File: config.mk
export PLATFORM = sky130hd
export DESIGN_NAME = sram_mem_controller
export DESIGN_NICKNAME = d
export VERILOG_FILES = /design/src/rtl/sram_mem_controller_pkg.sv /design/src/rtl/sram_phase_counter.sv /design/src/rtl/sram_mem_controller.sv
export SDC_FILE = /design/constraint.sdc
export NUM_CORES = 1
export LEC_CHECK = 0
export BUFFER_PORTS_ARGS = -buffer_cell sky130_fd_sc_hd__buf_2
export CAP_MARGIN = 15
export CELL_PAD_IN_SITES_DETAIL_PLACEMENT = 1
export CELL_PAD_IN_SITES_GLOBAL_PLACEMENT = 1
export CORE_MARGIN = 2
export CORE_UTILIZATION = 39
export CTS_CLUSTER_DIAMETER = 40
export DETAILED_ROUTE_END_ITERATION = 10
export GPL_TIMING_DRIVEN = 0
export PLACE_DENSITY = 0.76
export SYNTH_ARGS = -nofsm -noshare
export SYNTH_HDL_FRONTEND = slang
export SYNTH_HIERARCHICAL = 1
export SYNTH_SLANG_ARGS = --single-unit
File: constraint.sdc
create_clock -name clk -period 3.47 [get_ports clk]
set_clock_uncertainty 0.2 [all_clocks]
set_input_delay 0.1735 -clock clk [delete_from_list [all_inputs] [get_ports clk]]
set_output_delay 0.1735 -clock clk [all_outputs]
set_load 0.02 [all_outputs]
File: src/rtl/sram_mem_controller_pkg.sv
// Shared definitions for the SRAM data-memory controller.
//   - state_e        : access sequencer states
//   - SRAM_ADDR_W    : half-word address width on the SRAM bus
//   - SRAM_DATA_W    : SRAM data bus width
//   - word_index()   : byte address -> 17-bit data-memory word index
package sram_mem_controller_pkg;

  localparam int unsigned SRAM_ADDR_W = 18;
  localparam int unsigned SRAM_DATA_W = 16;
  localparam int unsigned WORD_W      = SRAM_ADDR_W - 1;

  localparam logic [31:0] DEFAULT_ADDR_BASE = 32'd1024;

  typedef enum logic [1:0] {
    StIdle,
    StLow,
    StHigh,
    StDone
  } state_e;

  // Rebase, drop the byte offset and keep 17 bits; out-of-range words wrap.
  function automatic logic [WORD_W-1:0] word_index(input logic [31:0] addr,
                                                   input logic [31:0] base);
    return WORD_W'((addr - base) >> 2);
  endfunction

endpackage

File: src/rtl/sram_phase_counter.sv
// Phase timer for the SRAM controller.
//   clk, rst   : clock, asynchronous active-high reset
//   restart_i  : force the count back to zero on the next edge
//   last_o     : high on the final cycle of a PHASE_CYCLES-long phase
module sram_phase_counter #(
  parameter int unsigned PHASE_CYCLES = 2
) (
  input  logic clk,
  input  logic rst,
  input  logic restart_i,
  output logic last_o
);

  localparam int unsigned CntW = $clog2(PHASE_CYCLES + 1);
  localparam logic [CntW-1:0] LastCnt = CntW'(PHASE_CYCLES - 1);

  logic [CntW-1:0] cnt_q;

  always_ff @(posedge clk or posedge rst) begin
    if (rst) begin
      cnt_q <= '0;
    end else if (restart_i) begin
      cnt_q <= '0;
    end else begin
      cnt_q <= cnt_q + 1'b1;
    end
  end

  assign last_o = (cnt_q == LastCnt);

endmodule

File: src/rtl/sram_mem_controller.sv
// MEM-stage data-memory controller for a 16-bit asynchronous SRAM.
// Each 32-bit access runs as two half-word phases (low half first), each held
// for PHASE_CYCLES clocks, followed by one DONE cycle in which ready is high.
//   clk, rst              : clock, asynchronous active-high reset
//   rd_en, wr_en          : load / store request (store wins if both set)
//   address, write_data   : byte address and store data
//   read_data, ready      : load result, pipeline-freeze release
//   sram_addr             : half-word address
//   sram_dq_out/oe/in     : data bus out, drive enable, data bus in
//   sram_we_n             : active-low write enable
// PHASE_CYCLES must be in 1..15.
module sram_mem_controller
  import sram_mem_controller_pkg::*;
#(
  parameter int unsigned PHASE_CYCLES = 2,
  parameter logic [31:0] ADDR_BASE    = DEFAULT_ADDR_BASE
) (
  input  logic                   clk,
  input  logic                   rst,
  input  logic                   rd_en,
  input  logic                   wr_en,
  input  logic [31:0]            address,
  input  logic [31:0]            write_data,
  output logic [31:0]            read_data,
  output logic                   ready,
  output logic [SRAM_ADDR_W-1:0] sram_addr,
  output logic [SRAM_DATA_W-1:0] sram_dq_out,
  output logic                   sram_dq_oe,
  input  logic [SRAM_DATA_W-1:0] sram_dq_in,
  output logic                   sram_we_n
);

  state_e            state_q;
  logic              is_wr_q;
  logic [WORD_W-1:0] word_q;
  logic [31:0]       wdata_q;

  logic              phase_last;
  logic              cnt_restart;
  logic [WORD_W-1:0] req_word;

  assign req_word = word_index(address, ADDR_BASE);

  // Counter runs only inside a phase and restarts at each phase boundary.
  assign cnt_restart = ((state_q != StLow) && (state_q != StHigh)) || phase_last;

  sram_phase_counter #(
    .PHASE_CYCLES(PHASE_CYCLES)
  ) u_phase_counter (
    .clk      (clk),
    .rst      (rst),
    .restart_i(cnt_restart),
    .last_o   (phase_last)
  );

  // Bus outputs are loaded on the same edge as the state change so they line
  // up with the phase they belong to; they never depend combinationally on
  // the request inputs.
  always_ff @(posedge clk or posedge rst) begin
    if (rst) begin
      state_q     <= StIdle;
      is_wr_q     <= 1'b0;
      word_q      <= '0;
      wdata_q     <= '0;
      sram_addr   <= '0;
      sram_dq_out <= '0;
      sram_dq_oe  <= 1'b0;
      sram_we_n   <= 1'b1;
      read_data   <= '0;
    end else begin
      unique case (state_q)
        StIdle: begin
          if (rd_en || wr_en) begin
            state_q    <= StLow;
            is_wr_q    <= wr_en;
            word_q     <= req_word;
            wdata_q    <= write_data;
            sram_addr  <= {req_word, 1'b0};
            sram_we_n  <= ~wr_en;
            sram_dq_oe <= wr_en;
            if (wr_en) begin
              sram_dq_out <= write_data[15:0];
            end
          end
        end
        StLow: begin
          if (phase_last) begin
            state_q   <= StHigh;
            sram_addr <= {word_q, 1'b1};
            if (is_wr_q) begin
              sram_dq_out <= wdata_q[31:16];
            end else begin
              read_data[15:0] <= sram_dq_in;
            end
          end
        end
        StHigh: begin
          if (phase_last) begin
            state_q    <= StDone;
            sram_we_n  <= 1'b1;
            sram_dq_oe <= 1'b0;
            if (!is_wr_q) begin
              read_data[31:16] <= sram_dq_in;
            end
          end
        end
        StDone: begin
          state_q <= StIdle;
        end
        default: begin
          state_q <= StIdle;
        end
      endcase
    end
  end

  assign ready = (state_q == StDone) || ((state_q == StIdle) && !rd_en && !wr_en);

endmodule
Yosys cells after proc, flatten, opt, wreduce, memory -nomap -nowiden --
Index checks and enable logic that the tools add are counted.
Cells by class: reduce and logical (&&, ||, !) cells 18, equal/unequal tests 11, muxes and demuxes 19, bitwise logic cells 2, add/subtract/negate cells 2
Operators with widths (number):
- $mux W16 | 4
- $mux W18 | 2
- $pmux W18 S2 | 1
- $pmux W16 S2 | 1
- $sub A19 B11 Y19 const B | 1
- $reduce_and A3 Y1 | 5
- $ne A2 B2 Y1 const B | 6
- $mux W2 | 4
- $pmux W2 S4 | 1
- $reduce_and A5 Y1 | 1
- $eq A2 B1 Y1 const B | 2
- $eq A2 B2 Y1 const B | 2
- $mux W1 | 4
- $pmux W1 S2 | 2
- $reduce_bool A2 Y1 | 2
- $logic_and A1 B1 Y1 | 3
- $logic_or A1 B1 Y1 | 3
- $add A2 B1 Y2 const B | 1
- $logic_not A1 Y1 | 2
- $logic_not A2 Y1 | 1
- $ne A2 B1 Y1 const B | 1
- $not A1 Y1 | 2
- $reduce_and A2 Y1 | 1
Word-level totals: output and inout bits 69, flip-flop bits (word level) 122, bits of input ports 84

Longest topological paths before layout --
Gate-level depths: netlist of run 1.
depth after elaboration 4, gate-level depth with buffers 9

Modules after synthesis --
Netlist of run 1, hierarchy kept.
By module, submodules not included:
- sram_mem_controller | area each 4466.8 µm², sequential area each 2603.7 µm², times used 1, cells an instance 354
- sram_phase_counter | area each 77.6 µm², sequential area each 50.0 µm², times used 1, cells an instance 7

Worst setup path after synthesis of run 1 --
Ideal clock, no wire load.
path kind reg-to-reg, start point register state_q[0], end point register state_q[1], required time 3145 ps, path buffers 2, setup slack 1422 ps, data arrival time 1724 ps, stages on the path, launching flop included 8, cells stage by stage dfrtp_1 -> inv_1 -> ha_1 -> buf_6 -> or3b_1 -> buf_6 -> o21ai_0 -> mux2_2
On the way: longest elaborated chain between the ends 3, elaborated cells between the ends (all ways) 9, classes of those cells eq/ne: 6; mux: 1; reduce/logical: 2
Ends and longest elaborated chain:
- from (decl) | RTL line sram_mem_controller.sv:33 | state_e state_q;
- from (signal assigned) | RTL line sram_mem_controller.sv:61 | state_q <= StIdle;
- from (signal assigned) | RTL line sram_mem_controller.sv:74 | state_q <= StLow;
- from (signal assigned) | RTL line sram_mem_controller.sv:88 | state_q <= StHigh;
- $eq A2 B2 Y1, or another cell as far along | RTL line sram_mem_controller.sv:71 | unique case (state_q)
- $ne A2 B2 Y1 (no source line)
- $reduce_and A3 Y1 (no source line)
Parallel ways exist; a longest one is shown, timed or not. A chain may end at the register's enable or synchronous reset.

Worst setup path in the final report of run 1 --
start point register state_q[0], end point register wdata_q[16]
On the way: longest elaborated chain between the ends 2
Ends and longest elaborated chain:
- $logic_not A2 Y1 | RTL line sram_mem_controller.sv:71
- $reduce_and A2 Y1 (no source line)
- to (signal assigned) | RTL line sram_mem_controller.sv:77 | wdata_q <= write_data;
- to (decl) | RTL line sram_mem_controller.sv:36 | logic [31:0] wdata_q;
Every way passes these cells.

==> run metrics, run 1 <==
peak supply drop 0.503 mV; gpl congestion 0.804; GR Overflow Total 0; post-synthesis average cell area between 10 and 15 µm²; drt drc 0; Die W 112 µm; largest net degree at the start of global routing 61; CTS H-tree lvls 3; post-DR vias/cell 4.94; Sink Count about 110; I/O Buffers 137; P per Cell Area 977 nW/µm²; Clock Path Buffers 2; initial DRC count between 100 and 150; DP HPWL about 8500 µm; Synth Instances 361; worst skew pair latency 0.36 ns; DIE AREA 12,500 µm²; asr flop ratio synth 100%; total of max-cap violations 0; nature of the critical path endpoint register; DR vias 3,556; #FFs+latches synth roughly 110; Unique masters post-synth 37; Slew @ Worst Pin 0.792 ns; Net Count, Synth roughly 450; DRT Pass-1 Iters 4; final hold vios 0; vias in the first global route 4,090; cell leakage power 2.98 nW; Slowest cell on crit path clkbuf_1; net count reported at finish 663; final worst-path cycle share 68.5%; Worst Setup Start Kind register; kind of cell adding the most delay to the critical path buffers and inverters; crit-path cells inv_1 -> ha_1 -> buf_6 -> o21ai_1 -> clkbuf_1 -> mux2_2; wire per inst ~18 µm; routed wire length roughly 13,000 µm; Initial Util 39.8%; CP Buf/Inv Count 3; global-route wire length before repair 20,900 µm; fin crit period 2.38 ns; Setup WS pre-CTS between 1 and 1.5 ns; slew margin rel. 47.2%; Non-Filler Instances 720; cell area after synthesis between 4000 and 5000 µm²; share of layout cells above drive strength 1 40.4%; EDFF count, synth 0; register area share after synthesis 58.4%; RSZ-0062 raised after global routing false; core area 11,400 µm²; row count 39; yosys warns 6; number of top-level pins 153; Slew Limit Fails 0; CTS clk-pin slew, worst paths 0.07 ns; n_diodes 0; Worst Path Required 3.51 ns; crit-path max FO 10; Max Freq 0.420 GHz; final setup fails 0; die height 112 µm; CTS resizes 0; crit path kind register to register; Final ANT Viol Nets 0; initial antenna violation count 0; Hold/Removal Path Class input port to register; placed cell count approximately 640; crit-path max cell delay roughly 0.42 ns; CTS tree yes; Main synth FF type dfrtp_1; CTS Root Cell clkbuf_16; area delta synth->final 40.5%; Tot GR Track Use 21.1%; Setup WS post-layout 1.09 ns; critical path arrival around 2.4 ns; TritonCTS Buffers 9; status finished, final reports clean
synthesized netlist by cell type, types with 2 or more instances:
cell	instances	share of area (%)
a21oi_1	20	2.2
a32oi_1	3	0.58
buf_2	10	1.1
buf_6	4	0.99
clkbuf_1	3	0.25
dfrtp_1	105	58
ha_1	7	1.9
inv_1	10	0.83
mux2_2	57	14
mux2i_1	26	5.7
nand2_1	30	2.5
nand2b_1	4	0.55
nand3_1	2	0.22
nor2_1	26	2.1
o211ai_1	2	0.33
o21ai_0	26	2.9
xnor2_1	5	0.96
xor2_1	2	0.39
tightest hold or removal path, cell delays in order:
cell     delay, ns
buf_2         0.13
xnor2_1       0.14
o21ai_0       0.08
registers in the layout, indices dropped and copies added, names as in the netlist:
signal                 flops
sram_dq_out               16
sram_addr                 18
sram_we_n                  1
u_phase_counter/cnt_q      2
wdata_q                   16
is_wr_q                    1
read_data                 32
state_q                    2
word_q                    17
sram_dq_oe                 1
stage by stage:
| stage | instance area (µm²) | setup TNS [ns] | hold slack, ns | total power, mW | util (%) |
|---|---|---|---|---|---|
| after global placement | 5410 | -85.60 | -0.164 | 4.88 | 47.4 |
| after detailed placement | 5430 | 0 | -0.137 | 5.05 | 47.6 |
| final | 6380 | 0 | 0.0151 | 6.23 | 55.9 |
| after CTS | 6380 | 0 | 0.0117 | 6.27 | 55.9 |
| after global routing | 6380 | 0 | 0.0338 | 6.66 | 55.9 |
| after floorplan | 4540 | 0 | -0.285 | 4.10 | - |
layout make-up:
type                    count  area [µm²]
plain buffers              18         114
clock buffers               9         225
clock inverters             7         106
fillers                  1206        5030
inverters                  10        40.0
multi-input cells         227        1740
flip-flops and latches    106        2650
well taps                 143         179
repair buffers            200        1330
routing by layer:
metal,global-route usage (%),vias to the layer above,part of all wire (%)
li1,-,1664,-
met1,25.0,1760,41
met2,37.4,115,51
met3,5.55,17,6.4
met4,6.91,0,1.6
met5,0,-,0
cells by family (layout without fill, tap and decap cells):
family | count (synthesis) | count (layout) | synth area share (%)
fa+ha+maj | 7 | 7 | 1.93
flops | 106 | 106 | 58.4
compound gates | 59 | 59 | 7.79
buf+inv | 28 | 244 | 3.33
xor+xnor | 7 | 7 | 1.35
mux | 84 | 84 | 20.2
simple gates | 70 | 70 | 7.02
worst paths after layout:
| check | from | end | slack (ns) | cells after the start |
|---|---|---|---|---|
| max | state_q[0]$_DFFE_PP0P_ | wdata_q[16]$_DFFE_PP0P_ | 1.09 | 6 |
| min in group asynchronous | rst | u_phase_counter/cnt_q[0]$_DFF_PP0_ | 0.04 | 3 |
| min reg2reg | u_phase_counter/cnt_q[0]$_DFF_PP0_ | u_phase_counter/cnt_q[0]$_DFF_PP0_ | 0.25 | 1 |
| max in group asynchronous | rst | sram_dq_out[13]$_DFFE_PP0P_ | 2.05 | 4 |
| min | address[12] | word_q[10]$_DFFE_PP0P_ | 0.02 | 3 |
| max reg2reg | state_q[0]$_DFFE_PP0P_ | wdata_q[16]$_DFFE_PP0P_ | 1.09 | 6 |
placed cells by master (no fill, tap or decap), types with 3 or more instances in the layout:
| master | count |
|---|---|
| nor2_1 | 26 |
| mux2i_1 | 26 |
| mux2_2 | 57 |
| inv_6 | 4 |
| dlygate4sd3_1 | 62 |
| xnor2_1 | 5 |
| a32oi_1 | 3 |
| nand2b_1 | 4 |
| dfrtp_1 | 105 |
| clkbuf_1 | 3 |
| a21oi_1 | 20 |
| clkbuf_16 | 9 |
| buf_2 | 147 |
| ha_1 | 7 |
| buf_6 | 4 |
| inv_1 | 9 |
| o21ai_0 | 26 |
| nand2_1 | 30 |
what timing repair did:
action | CTS | global route
hold buffers | 62 | 0
buffers inserted | 0 | 0
hold endpoints to repair | 148 | 0
where the power goes:
part           internal, mW  total [mW]  switching (mW)
Combinational          1.19        2.87            1.67
Clock                 0.649        1.15           0.500
Sequential             1.88        2.22           0.342
Total                  3.72        6.23            2.51
(Power assumes the default switching activity.)
==> inputs of run 2 (changes only) <==
==> constraint.sdc (replaced) <==
create_clock -name clk -period 2.33 [get_ports clk]
set_clock_uncertainty 0.2 [all_clocks]
set_input_delay 0.1165 -clock clk [delete_from_list [all_inputs] [get_ports clk]]
set_output_delay 0.1165 -clock clk [all_outputs]
set_load 0.02 [all_outputs]
==> run metrics, run 2 (synthesis results as in run 1) <==
setup bufs post-CTS 0 (unchanged); Sink Count 106 (unchanged); R2R Path Start state_q[0]$_DFFE_PP0P_ (unchanged); crit-path max cell delay 0.42 ns (about the same); drt drc 0 (unchanged); routed wire length 13,100 µm (was 12,700 µm); Reg with most FFs read_data (unchanged); Critical Path Start state_q[0]$_DFFE_PP0P_ (unchanged); Initial Util 39.8% (unchanged); CTS H-tree lvls 3 (unchanged); die height 112 µm (unchanged); final worst-path cycle share 96.0%; r2r setup slk 0.12 ns (was 1.09 ns); wire per inst 18.1 µm (was 17.6 µm); initial DRC count 138 (was 149); DP HPWL 8360 µm (was 8490 µm); Slew Limit Fails 0 (unchanged); share of layout cells above drive strength 1 41.0% (was 40.4%); largest registers read_data: 32 flops, sram_addr: 18 flops, word_q: 17 flops (unchanged); core area 11,400 µm² (unchanged); final setup fails 0 (unchanged); Worst Setup Start Kind register (unchanged); DIE AREA 12,500 µm² (unchanged); register area 2650 µm² (unchanged); reg2reg end state_q[1]$_DFFE_PP0P_ (was wdata_q[16]$_DFFE_PP0P_); GR Overflow Total 0 (unchanged); Slew @ Worst Pin 0.549 ns (was 0.792 ns); critical path arrival 1.92 ns (was 2.42 ns); peak supply drop 0.681 mV (was 0.503 mV); Slowest cell on crit path dfrtp_1 (was clkbuf_1); Fill cells 1,208 (was 1,206); most common cell after layout, fill and taps aside buf_2 (unchanged); Post-DP Area 5450 µm² (was 5430 µm²); Power Total 9.24 mW (was 6.23 mW); CP Capture Point ready (was wdata_q[16]$_DFFE_PP0P_); Clock Path Buffers 2 (unchanged); worst skew pair latency 0.34 ns (was 0.36 ns); initial antenna violation count 0 (unchanged); nature of the critical path endpoint output port (was register); crit-path cells inv_2 -> ha_1 -> buf_6 -> or3b_1 -> buf_6 -> nand2b_1 -> buf_2 (was inv_1 -> ha_1 -> buf_6 -> o21ai_1 -> clkbuf_1 -> mux2_2); gpl congestion 0.758 (was 0.804); crit-path max FO 8 (was 10); DR vias 3,645 (was 3,556); n_diodes 0 (unchanged); fin crit period 2.24 ns; Final ANT Viol Nets 0 (unchanged); TritonCTS Buffers 9 (unchanged); I/O Buffers 137 (unchanged); CTS tree yes (unchanged); worst r2r path cells 7 (was 6); CTS clk-pin slew, worst paths 0.07 ns (about the same); commonest non-fill, non-tap cells in the layout buf_2, dfrtp_1, dlygate4sd3_1, mux2_2, nand2_1 (unchanged); DRT Pass-1 Iters 4 (unchanged); Post-Layout Inst Area 6430 µm² (was 6380 µm²); placed cell count 643 (was 642); CTS Root Cell clkbuf_16 (unchanged); status finished, final reports clean (unchanged); Non-Filler Instances 723 (was 720); max reg flops 32 (unchanged); most used cell, CP buf_6; final core occ 56.3% (was 55.9%); Worst Path Required 2.01 ns (was 3.51 ns); RSZ-0062 raised after global routing false (unchanged); total of max-cap violations 0 (unchanged); Die W 112 µm (unchanged); cell leakage power 2.99 nW (was 2.98 nW); Hold/Removal Path Class input port to register (unchanged); number of top-level pins 153 (unchanged); crit path kind register to output port (was register to register); net count reported at finish 666 (was 663); vias in the first global route 4,085 (was 4,090); row count 39 (unchanged); slew margin rel. 63.3% (was 47.2%); P per Cell Area 1440 nW/µm² (was 977 nW/µm²); Tot GR Track Use 21.8% (was 21.1%); multi-input logic area 1750 µm² (was 1740 µm²); post-DR vias/cell 5.04 (was 4.94); global-route wire length before repair 21,200 µm (was 20,900 µm); hold slack final 0.00671 ns (was 0.0151 ns); area delta synth->final 41.5% (was 40.5%); Max Freq 0.447 GHz; final hold vios 0 (unchanged); largest net degree at the start of global routing 45 (was 61)
## run 2: cell types whose count changed in the layout (fill, tap and decap cells not counted), moves of 2 or more
cell | previous run | this run
inv_2 | 0 | 2
dlygate4sd3_1 | 62 | 64
inv_6 | 4 | 0
clkinvlp_4 | 0 | 2
clkinv_2 | 0 | 2
inv_1 | 9 | 7
## run 2: area by class of cell
type / instances / share of cell area, %
sequential: 106 / 41.3
multi-input combinational: 227 / 27.2
timing repair buffer: 203 / 21.3
clock buffer: 11 / 3.78
tap: 143 / 2.78
buffer: 18 / 1.89
clock inverter: 5 / 1.21
inverter: 10 / 0.642
## run 2: power by group
| part | switching, mW | internal (mW) | total, mW | leakage (nW) |
|---|---|---|---|---|
| sequential | 0.508 | 2.80 | 3.31 | 1.25 |
| combinational | 2.50 | 1.79 | 4.29 | 1.59 |
| clock | 0.671 | 0.968 | 1.64 | 0.156 |
| total | 3.68 | 5.56 | 9.24 | 2.99 |
## run 2: worst max-delay path, delay by kind of cell, from the launching register on
kind          cells  cell delay (ns)
simple gates      2             0.44
buf+inv           4             0.57
fa+ha+maj         1             0.16
flops             1             0.42
## run 2: per-layer routing
metal  track usage (%)  vias up  wire length, µm
li1                  -     1680                -
met1              25.0     1825             5330
met2              39.9      120             6750
met3              4.95       20              750
met4              7.56        0              257
met5                 0        -                0
## run 2: how the worst min path moves through the flow
| stage | start | end | slack [ns] | cells past startpoint |
|---|---|---|---|---|
| 2_1_floorplan | rst | u_phase_counter/cnt_q[0]$_DFF_PP0_ | -0.34 | 1 |
| 3_3_place_gp | rst | u_phase_counter/cnt_q[0]$_DFF_PP0_ | -0.20 | 2 |
| 3_5_place_dp | rst | u_phase_counter/cnt_q[0]$_DFF_PP0_ | -0.20 | 2 |
| 4_1_cts | address[14] | word_q[12]$_DFFE_PP0P_ | 0.002 | 3 |
| 5_1_grt | address[11] | word_q[9]$_DFFE_PP0P_ | 0.03 | 4 |
| 6_report | address[14] | word_q[12]$_DFFE_PP0P_ | 0.007 | 3 |
## run 2: through the flow
step,setup WS [ns],setup TNS [ns]
after floorplan,0.282,0
after global placement,-0.0128,-0.0128
after detailed placement,-0.0552,-0.652
after CTS,0.00336,0
after global routing,0.00258,0
final,0.0927,0
## run 2: what timing repair did
| action | 4_1_cts | 5_1_grt |
|---|---|---|
| gates resized for setup | 1 | 8 |
| hold buffers | 64 | 0 |
| endpoints found under the hold margin | 115 | 0 |
| endpoints found under the setup margin | 21 | 34 |
